**src/rtl/complex_counter_monitor.sv**
```systemverilog
`default_nettype none
// ============================================================================
// Module   : complex_counter_monitor
// Purpose  : Infers binary/Gray mode of an observed 3-bit counter and flags
//            illegal transitions.
// Revision : 1.0
// ============================================================================
module complex_counter_monitor (
    input  logic       clock,
    input  logic       nreset,
    input  logic       sample,
    input  logic [2:0] count_in,
    input  logic       err_clr,
    output logic       mode_out,
    output logic       locked,
    output logic       error,
    output logic       switch,
    output logic [7:0] err_count
);

    typedef enum logic [1:0] {
        IDLE      = 2'd0,
        SYNC      = 2'd1,
        LOCK_BIN  = 2'd2,
        LOCK_GRAY = 2'd3
    } state_t;

    state_t     r_state;
    logic [2:0] r_prev;
    logic       w_bin_ok;
    logic       w_gray_ok;
    logic       w_illegal;
    logic       w_err_now;

    // Gray successor: decode to binary, step, re-encode.
    function automatic logic [2:0] gray_succ(input logic [2:0] g);
        logic [2:0] b;
        b[2] = g[2];
        b[1] = g[2] ^ g[1];
        b[0] = b[1] ^ g[0];
        b    = b + 3'd1;
        return b ^ (b >> 1);
    endfunction

    always_comb begin
        w_bin_ok  = (count_in == (r_prev + 3'd1));
        w_gray_ok = (count_in == gray_succ(r_prev));
        w_illegal = !w_bin_ok && !w_gray_ok;
        w_err_now = sample && (r_state != IDLE) && w_illegal;
    end

    always_ff @(negedge clock or negedge nreset) begin
        if (!nreset) begin
            r_state   <= IDLE;
            r_prev    <= 3'd0;
            mode_out  <= 1'b0;
            locked    <= 1'b0;
            error     <= 1'b0;
            switch    <= 1'b0;
            err_count <= 8'd0;
        end else begin
            error  <= 1'b0;
            switch <= 1'b0;
            if (sample) begin
                r_prev <= count_in;
                case (r_state)
                    IDLE: r_state <= SYNC;
                    SYNC: begin
                        if (w_illegal) begin
                            error <= 1'b1;
                        end else if (!w_gray_ok) begin
                            r_state  <= LOCK_BIN;
                            mode_out <= 1'b0;
                            locked   <= 1'b1;
                        end else if (!w_bin_ok) begin
                            r_state  <= LOCK_GRAY;
                            mode_out <= 1'b1;
                            locked   <= 1'b1;
                        end
                    end
                    LOCK_BIN: begin
                        if (w_illegal) begin
                            r_state <= SYNC;
                            locked  <= 1'b0;
                            error   <= 1'b1;
                        end else if (!w_bin_ok) begin
                            r_state  <= LOCK_GRAY;
                            mode_out <= 1'b1;
                            switch   <= 1'b1;
                        end
                    end
                    LOCK_GRAY: begin
                        if (w_illegal) begin
                            r_state <= SYNC;
                            locked  <= 1'b0;
                            error   <= 1'b1;
                        end else if (!w_gray_ok) begin
                            r_state  <= LOCK_BIN;
                            mode_out <= 1'b0;
                            switch   <= 1'b1;
                        end
                    end
                    default: r_state <= IDLE;
                endcase
            end
            // Clear has priority over a coincident error.
            if (err_clr) begin
                err_count <= 8'd0;
            end else if (w_err_now && (err_count != 8'hFF)) begin
                err_count <= err_count + 8'd1;
            end
        end
    end

endmodule
`default_nettype wire

```
**config.mk**
```make
export PLATFORM = sky130hd
export DESIGN_NAME = complex_counter_monitor
export DESIGN_NICKNAME = d
export VERILOG_FILES = /design/src/rtl/complex_counter_monitor.sv
export SDC_FILE = /design/constraint.sdc
export NUM_CORES = 1
export LEC_CHECK = 0
export ABC_CLOCK_PERIOD_IN_PS = 3300
export BUFFER_PORTS_ARGS = -buffer_cell sky130_fd_sc_hd__buf_2
export CAP_MARGIN = 20
export CORE_ASPECT_RATIO = 0.9
export CORE_MARGIN = 2
export CORE_UTILIZATION = 48
export DETAILED_ROUTE_END_ITERATION = 10
export GPL_TIMING_DRIVEN = 0
export PLACE_DENSITY_LB_ADDON = 0.08
export RECOVER_POWER = 25
export SETUP_SLACK_MARGIN = 0.3
export SLEW_MARGIN = 20
export SYNTH_ARGS = -nofsm -noshare
export SYNTH_HDL_FRONTEND = slang
export SYNTH_SLANG_ARGS = --single-unit
```
**constraint.sdc**
```tcl
create_clock -name clock -period 3.3 [get_ports clock]
set_clock_uncertainty 0.15 [all_clocks]
set_input_delay 0.66 -clock clock [delete_from_list [all_inputs] [get_ports clock]]
set_output_delay 0.66 -clock clock [all_outputs]
set_load 0.01 [all_outputs]
```
==> impl_metrics.ini <==
[pwr]
power.share.sequential = 0.388
ir_drop_mv = 0.352
clockPowerShare = 0.180
p_leak_nw = 0.772
netSwitchingFraction = 0.354
combPwrFrac = 0.432
power_density_mw_per_mm2 = 381
power.internal_mw = 0.429
p_sw_mw = 0.235

[drt]
postRouteAntennaNets = 0
viasPerCell = 5.91
route.detailed.drc = 0
drt-total-wl_um = 3210
drt_iter0_markers = 27
dr.pass1.iters = 4
num_vias = 1064
wire_per_inst_um = 17.8

[global_route]
grt-ovfl-total = 0
antenna_found_initial = 0
grt_max_degree = 18
grt_pass1_vias = 1107
grt_pass1_wl_um = 5220
gr-usage-all-layers = 0.268

[die]
initial_core_util = 0.506
core_mm2 = 0.00218
die_w_um = 54.6
pin_count = 19
num_rows = 16
dieArea_mm2 = 0.00270
die_y_um = 49.5

[synth]
synth-edff-count = 0
avgSynthCellArea_um2 = 9.95
synth-seq-area-share = 0.385
synthTopCellsByArea = dfrtn_1 (39%), mux2_2 (4.1%), nor2_1 (4.1%), a21oi_1 (3.2%), buf_6 (3.1%)
synth_area_mm2 = 0.00110
synth_seq_cells = 17
ys_warn_count = 0
synth_area_leader_cell = dfrtn_1
syn-num-nets = 120
syn_inst = 111
synth_top_area_share = 0.385
synth_ff_type = dfrtn_1
synth_cell_types = 41
async_flop_share = 1.00

[layout]
multi_input_area_um2 = 858
syn_to_final_growth_pct = 57.9
layout_common_cells = buf_4 (18), dfrtn_1 (17), buf_2 (14), nor2_1 (11), buf_6 (8)
nets = 163
antennaDiodeCount = 0
fin_area_mm2 = 0.00174
drive_gt1_frac = 0.556
nFillCells = 141
final_common_cell = buf_4
regArea_um2 = 425
final_util = 0.799

[timing]
rsz0062_at_grt = yes
maxSlewViolCount = 0
finalSetupViolations = 19
hold_viol = 0
maxSlewHeadroom = 0.364
fin_ws_ns = -0.460
worstMarginPinSlew_ns = 0.954
holdWs_ns = 0.302

[run_status]
violations = setup timing
status = finished with violations

[placement]
placed_area_mm2 = 0.00131
place_ws_ns = -0.812
hpwl_um = 1670
port-buffer-count = 15
gp_congestion = 0.776

[worst_setup_path]
critPathRequiredTime_ns = 1.62
r2r-end = err_count[2]
reg2reg_from = r_prev[0]
endpoint_kind = flip-flop
cp-start-kind = input port
r2r_slack_ns = 0.80
crit_arrival_ns = 2.08
critPathLaunch = count_in[2]
ff2ff_path_depth = 6
crit_path_end = err_count[6]
worst-setup-path-type = in -> reg
crit_fanout = 7

[clock_network]
cts_root_buf = clkbuf_4
cts_tree = built
clock_latency_ns = 0.30
hold_buffers = 0
clock-sinks = 17
path_clk_slew_ns = 0.08
clk_path_buf_depth = 2
h-tree-depth = 1
numCtsBuffers = 3

[min_path]
holdCritPathClass = reg -> reg

[run]
cap_violations = 0
-- power by group through the flow --
stage | combinational (mW) | clock (mW) | sequential (mW)
floorplan | 0.125 | 0 | 0.267
global placement | 0.174 | 0 | 0.261
detailed placement | 0.180 | 0 | 0.263
CTS | 0.257 | 0.122 | 0.257
global route | 0.307 | 0.132 | 0.260
finish | 0.287 | 0.120 | 0.257
-- logic make-up after synthesis --
family	share of synthesized area
flops	0.385
compound gates	0.137
fa+ha+maj	0.0226
mux	0.0713
buf+inv	0.0589
xor+xnor	0.0374
simple gates	0.288
-- metal layers --
| metal | global-route usage | up-vias | share of wire |
|---|---|---|---|
| met5 | 0 | - | 0 |
| met4 | 0.0792 | 0 | 0.0072 |
| met3 | 0.0879 | 3 | 0.051 |
| met2 | 0.438 | 32 | 0.53 |
| met1 | 0.329 | 526 | 0.41 |
| li1 | - | 503 | - |
-- flip-flops by register name (all words and copies together), names as in the netlist --
name,count
locked,1
switch,1
error,1
mode_out,1
err_count,8
r_state,2
r_prev,3
-- layout make-up --
class / instances / share of cell area
timing repair buffer: 38 / 0.165
clock buffer: 3 / 0.0129
inverter: 1 / 0.00215
clock inverter: 1 / 0.00430
buffer: 9 / 0.0603
multi-input combinational: 84 / 0.492
sequential: 17 / 0.244
tap: 27 / 0.0194
-- what timing repair did --
item	in CTS	in global routing
cloned	2	0
pin swaps	11	3
gates resized for setup	29	11
endpoints found under the setup margin	26	26
setup buffers	17	4
-- worst min path at each step --
stage | from | endpoint | slack [ns] | depth (start not counted)
2_1_floorplan | mode_out | mode_out | 0.34 | 2
3_3_place_gp | mode_out | mode_out | 0.30 | 2
3_5_place_dp | mode_out | mode_out | 0.31 | 2
4_1_cts | mode_out | mode_out | 0.32 | 2
5_1_grt | mode_out | mode_out | 0.34 | 2
6_report | mode_out | mode_out | 0.30 | 2
-- synthesized netlist by cell type (2+ instances only) --
cell / instances
nor4bb_1: 3
nor3_1: 2
nand4_1: 2
nand2_1: 7
mux2_2: 4
buf_6: 3
nor4b_1: 2
nand3b_1: 2
clkbuf_1: 2
nor2_1: 12
buf_2: 4
nor2b_1: 5
nand3_1: 4
o31ai_1: 2
or3_1: 2
ha_1: 2
mux2_1: 3
a21oi_1: 7
a311oi_1: 2
nor4_1: 2
o21ai_0: 2
and3b_1: 2
dfrtn_1: 17
-- critical path, stage by stage --
cell	delay (ns)
buf_12	0.11
and4b_4	0.21
a2111oi_4	0.36
nor4_4	0.08
buf_6	0.16
o41ai_2	0.40
a21oi_2	0.09
-- metrics by stage --
stage,power (mW),cells,setup TNS [ns]
6_report,0.664,180,-5.88
5_1_grt,0.699,180,-6.89
4_1_cts,0.635,176,-4.63
3_5_place_dp,0.442,153,-10.28
3_3_place_gp,0.435,153,-9.68
2_1_floorplan,0.392,111,-7.73
Power figures use the tool's default switching activity.
